--- src/rtl/regfile_write_arbiter.sv ---
// Round-robin arbiter sharing the register bank's single write port between
// ALU writeback (req0) and load writeback (req1), with a one-cycle write stage.
module regfile_write_arbiter #(
  parameter int DATA_W = 32,
  parameter int ADDR_W = 5,
  parameter int N_REGS = 32
) (
  input  logic              clk,
  input  logic              reset,
  input  logic              hold,
  input  logic              req0,
  input  logic [ADDR_W-1:0] addr0,
  input  logic [DATA_W-1:0] data0,
  output logic              gnt0,
  input  logic              req1,
  input  logic [ADDR_W-1:0] addr1,
  input  logic [DATA_W-1:0] data1,
  output logic              gnt1,
  output logic [N_REGS-1:0] wr_en,
  output logic [DATA_W-1:0] wr_data,
  output logic              busy
);

  logic              prio;
  logic              xfer;
  logic [ADDR_W-1:0] sel_addr;
  logic [DATA_W-1:0] sel_data;
  logic [N_REGS-1:0] dec;

  // Grants are purely combinational so a requester learns of acceptance in
  // the same cycle it asks; the pointer only breaks ties.
  always_comb begin
    gnt0 = 1'b0;
    gnt1 = 1'b0;
    if (!hold) begin
      if (req0 && !req1) begin
        gnt0 = 1'b1;
      end else if (req1 && !req0) begin
        gnt1 = 1'b1;
      end else if (req0 && req1) begin
        if (prio) gnt1 = 1'b1;
        else      gnt0 = 1'b1;
      end
    end
  end

  assign xfer = gnt0 | gnt1;

  always_comb begin
    sel_addr = '0;
    sel_data = '0;
    if (gnt0) begin
      sel_addr = addr0;
      sel_data = data0;
    end else if (gnt1) begin
      sel_addr = addr1;
      sel_data = data1;
    end
  end

  // Register 0 is hardwired zero, so its enable is never raised.
  always_comb begin
    dec = '0;
    dec[sel_addr] = 1'b1;
    dec[0] = 1'b0;
  end

  always_ff @(posedge clk or negedge reset) begin
    if (!reset) begin
      prio <= 1'b0;
    end else if (gnt0) begin
      prio <= 1'b1;
    end else if (gnt1) begin
      prio <= 1'b0;
    end
  end

  // wr_data deliberately keeps its last value on idle cycles.
  always_ff @(posedge clk or negedge reset) begin
    if (!reset) begin
      wr_en   <= '0;
      wr_data <= '0;
      busy    <= 1'b0;
    end else begin
      busy  <= xfer;
      wr_en <= xfer ? dec : '0;
      if (xfer) wr_data <= sel_data;
    end
  end

endmodule

--- config.mk ---
export PLATFORM = sky130hd
export DESIGN_NAME = regfile_write_arbiter
export DESIGN_NICKNAME = d
export VERILOG_FILES = /design/src/rtl/regfile_write_arbiter.sv
export SDC_FILE = /design/constraint.sdc
export NUM_CORES = 1
export LEC_CHECK = 0
export BUFFER_PORTS_ARGS = -buffer_cell sky130_fd_sc_hd__buf_2
export CAP_MARGIN = 20
export CORE_UTILIZATION = 40
export DETAILED_ROUTE_END_ITERATION = 16
export PLACE_DENSITY = 0.85
export RECOVER_POWER = 25
export SLEW_MARGIN = 25
export SYNTH_ARGS = -nofsm -noshare
export SYNTH_HDL_FRONTEND = slang
export SYNTH_SLANG_ARGS = --single-unit
--- constraint.sdc ---
create_clock -name clk -period 1.6 [get_ports clk]
set_input_delay 0.24 -clock clk [delete_from_list [all_inputs] [get_ports clk]]
set_output_delay 0.24 -clock clk [all_outputs]
set_load 0.02 [all_outputs]
## Word level (Yosys, flattened, before mapping)

Index checks and enable logic that the tools add are counted.

- Register bits after elaboration: 66
- Latch bits: 0
- Bits in writable memories: 0
- Memory bits (read-only): 0
- Output and inout bits: 67
- Logic and storage cells: 33
- Memories kept: 0

- Add/subtract/negate cells: 0
- $mul: 0
- Divide/modulo/power cells: 0
- Order comparisons: 2
- Eq/ne operators: 0
- Shift operators: 0
- Muxes and demuxes: 19
- Bitwise operators: 1
- Reductions and logical operators: 7

Operator list:

| cell | count |
|---|---|
| $mux 32 | 3 |
| $mux 1 | 13 |
| $mux 5 | 2 |
| $lt 5x6->1 const B | 1 |
| $demux 1 s5 | 1 |
| $ge 5x1->1 const B | 1 |
| $logic_and 1x1->1 | 4 |
| $logic_not 1->1 | 2 |
| $reduce_bool 2->1 | 1 |
| $or 1x1->1 | 1 |

## Logic depth before layout (Yosys ltp)

- Depth in word-level cells: 12
- Gate-level depth with buffers: 7
- Mapped depth without buffers: 5

## Worst setup path after synthesis

No wires, ideal clock.

- Path type: register -> register
- Start: register prio
- End: register wr_en[7]
- Library setup time: 75 ps
- Arrival: 1448 ps
- Required time: 1525 ps
- Setup slack: 78 ps
- Cell stages (with the launch flop): 6
- Buffers on the path: 1
- Clock period less this slack: 1522 ps
- Path through: dfrtp_1 -> nand2b_1 -> buf_4 -> a32o_1 -> or3_1 -> nor2_1

- Word-level cells in the longest chain between the ends: 12

RTL lines:

| item | line | source |
|---|---|---|
| start: declaration | 24 | `logic prio;` |
| start signal: assignment | 70 | `prio <= 1'b0;` |
| start signal: assignment | 72 | `prio <= 1'b1;` |
| start signal: assignment | 74 | `prio <= 1'b0;` |
| $mux 1 | 41 | `if (prio) gnt1 = 1'b1;` |
| $mux 1 | 40 | `end else if (req0 && req1) begin` |
| $mux 1 | 38 | `end else if (req1 && !req0) begin` |
| $mux 1 | 36 | `if (req0 && !req1) begin` |
| $mux 1 | 35 | `if (!hold) begin` |
| $mux 5 | 55 | `end else if (gnt1) begin` |
| $mux 5 | 52 | `if (gnt0) begin` |
| $lt 5x6->1 (not written as such) or $ge 5x1->1 (tied branches) | 64 | `dec[sel_addr] = 1'b1;` |
| $logic_and 1x1->1 (not written as such) | 64 |  |
| $mux 1 (not written as such) | 64 |  |
| $demux 1 s5 | 64 |  |
| $mux 32 (*) | 86 | `wr_en <= xfer ? dec : '0;` |
| end signal: assignment | 86 |  |
| end: declaration | 19 | `output logic [N_REGS-1:0] wr_en,` |

Every way passes the cells marked *; elsewhere a longest branch is shown, timed or not.
A chain may end at the register's enable or synchronous reset.

## Final worst setup path

- Start: register prio
- End: register wr_en[1]

Same word-level chain as after synthesis.

==> results.md <==
* Clk slew on worst S/H paths at ~0.080 ns
* Worst R2R Path Depth at 5
* H-tree depth at 3
* Final worst path period need at 1.61 ns
* Via count at 2444
* Drt total wl at about 7800 um
* Post-route clock skew at 0.00655 ns
* DR DRC count at 2
* DP Area at approximately 0.0035 mm^2
* Slowest Stage Delay on Critical Path at between 0.4 and 0.5 ns
* Worst-Skew Late Latency at 0.32 ns
* Area leader, netlist: dfrtp_1
* Worst slew pin tran at 0.638 ns
* Total power at 4.18 mW
* Port Buf Inserts at 144
* Worst Hold Class: in -> reg
* Yosys warns at 0
* Delay-heaviest family, CP: simple AND/OR/NAND/NOR gates
* Final Hold Fails at 0
* Largest net degree at the start of global routing at 33
* Overflow after GRT at 0
* Relative slew slack at 57.4%
* Fin area at 0.00393 mm^2
* Core ar. at 0.00631 mm^2
* Syn_nets at around 300
* Initial antenna violation count at 0
* I/O Pins at ~150
* # clock sinks at 65
* Clock tree from TritonCTS: done
* Top post-synthesis cells by area: dfrtp_1 62%, a221o_1 12%, and3_1 7.7%, nor2_1 5.0%, buf_2 1.7%
* Pwr/cell area at 1070 mW/mm^2
* CP cell instances: nand2b_4 -> buf_4 -> a32oi_1 -> nand3_1 -> nor2_1
* Post-synth top flop: dfrtp_1
* Post-synthesis register bit count at 65
* Antenna Cells at 0
* Die area at a little under 0.007 mm^2
* Number of global-route vias before repair at 2490
* Number of max-cap violations at 0
* Worst Path Arrival at between 1.5 and 2 ns
* Drt first pass iters at 14
* Wire length of the first global-routing pass at 11900 um
* Slew Limit Fails at 0
* Final setup fails at 3
* Startpoint types: register
* Library cells used by synthesis at 23
* Wirelength per Cell at approximately 17 um
* Fin worst setup slack at -0.0122 ns
* DR vias/cell at 5.31
* Hold path depth at 2
* VDD IR-drop max at 0.000667 V
* CTS buffer count at 9
* Final Instance Count excl. Fillers at 460
* Sequential share of the synthesized area at 62.2%
* Starting density of the core at 41.4%
* Unrepaired setup endpoints after global routing: true
* Root Driver: clkbuf_8
* Worst Setup Slack post-DPL at -0.119 ns
* Setup Crit Path Kind: reg -> reg
* Buffers & Inverters on Critical Path at 1
* Critical path depth in cells at 5
* EDFF count, synth at 0
* Dpl hpwl at 5390 um
* Post-route ant nets at 0
* Synth top area share at 62.2%
* Highest clock rate at 0.620 GHz
* Tot GR Track Use at 22.3%
* Fillers at 508
* Share of post-route cells with drive strength above 1 at 54.3%
* Pleak at 2.14 nW
* Placer Congestion at around 0.85
* Period utilisation layout at 101%
* Crit Path Max Fanout at 8
* Maximum root-to-sink buffer count at 2
* Nets at 457
* CP max-delay cell: dfrtp_1
* P&R area growth vs syn at 50.1%
* Cell row count at 29
* Inst Count DP at between 400 and 500
* Chip Height at approximately 83 um
* Data required time at the worst endpoint at ~1.9 ns
* Avg Cell Area, Syn at between 10 and 15 um^2
* Die width at 82.9 um
* Failing checks: DRC, setup timing
* Run status: finished, violations left
* Commonest cells in the netlist: 65 x dfrtp_1, 35 x nor2_1, 32 x a221o_1, 32 x and3_1, 9 x buf_2
* Mapped Cells at 218
* DR iter-0 viols at 128
* Post-layout util at 62.2%
* Post-synthesis cell area at 0.00262 mm^2
* Count leader, synth: dfrtp_1
* Nature of the critical path endpoint: register
* Post-synthesis async set-or-reset flop share at 100%
metrics by stage:
stage | setup TNS [ns] | hold slack (ns)
CTS | 0 | 0.123
global placement | 0 | 0.252
floorplan | 0 | -0.0556
detailed placement | -1.42 | 0.268
global route | -0.204 | 0.125
finish | -0.0197 | 0.137
worst paths after layout:
kind | from | endpoint | slack [ns]
max in group asynchronous | reset | wr_data[4] | 0.55
hold reg to reg | wr_data[1] | wr_data[1] | 0.51
setup / recovery | prio | wr_en[1] | -0.01
hold / removal | data0[1] | wr_data[1] | 0.14
min in group asynchronous | reset | wr_en[17] | 0.49
setup reg to reg | prio | wr_en[1] | -0.01
report_power, final:
group	total, mW	switching [mW]	internal [mW]
clock	1.36	0.638	0.719
sequential	1.86	0.0819	1.78
combinational	0.962	0.531	0.431
cells in the final DEF (no fill, tap or decap), types with 2 or more instances in the layout:
cell and instances:
a221o_1 32, a32o_1 2, a32oi_1 2, a32oi_2 2
and3_1 31, buf_12 4, buf_2 141, buf_4 14
buf_6 4, buf_8 2, clkbuf_8 9, clkinv_2 3
clkinv_4 3, dfrtp_1 65, inv_1 2, nand3_2 3
nor2_1 30, nor2_2 5, nor2b_1 4, o21ai_0 2
or2_2 2, or3_4 4
state kept, by name, indices dropped and copies added, names as in the netlist:
register,count
wr_data,32
wr_en,31
busy,1
prio,1
routing by layer:
| metal | global-route usage, % | part of all wire [%] |
|---|---|---|
| met1 | 28.0 | 41 |
| met2 | 36.8 | 53 |
| met3 | 4.17 | 3.8 |
| met4 | 11.1 | 2.3 |
| met5 | 0 | 0 |
cell type report:
cell class | instances | area (um^2) | share of cell area (%)
clock buffers | 9 | 124 | 3.16
repair buffers | 168 | 1010 | 25.8
multi-input cells | 131 | 982 | 25.0
flip-flops and latches | 65 | 1630 | 41.4
inverters | 3 | 11.3 | 0.287
clock inverters | 7 | 71.3 | 1.82
well taps | 77 | 96.3 | 2.45
logic make-up after synthesis:
family,after synthesis,share of synthesized area [%]
simple gates,87,17.3
flops,65,62.2
compound gates,43,16.5
buf+inv,22,3.88
other cells,1,0.143
repair_timing:
action,CTS,global route
gates cloned,1,0
pin swaps,1,6
hold buffers,1,0
setup buffers,3,5
gates resized for setup,9,24
endpoints found under the setup margin,31,44
endpoints found under the hold margin,22,0
No activity file was read; power rests on OpenSTA's default activity.
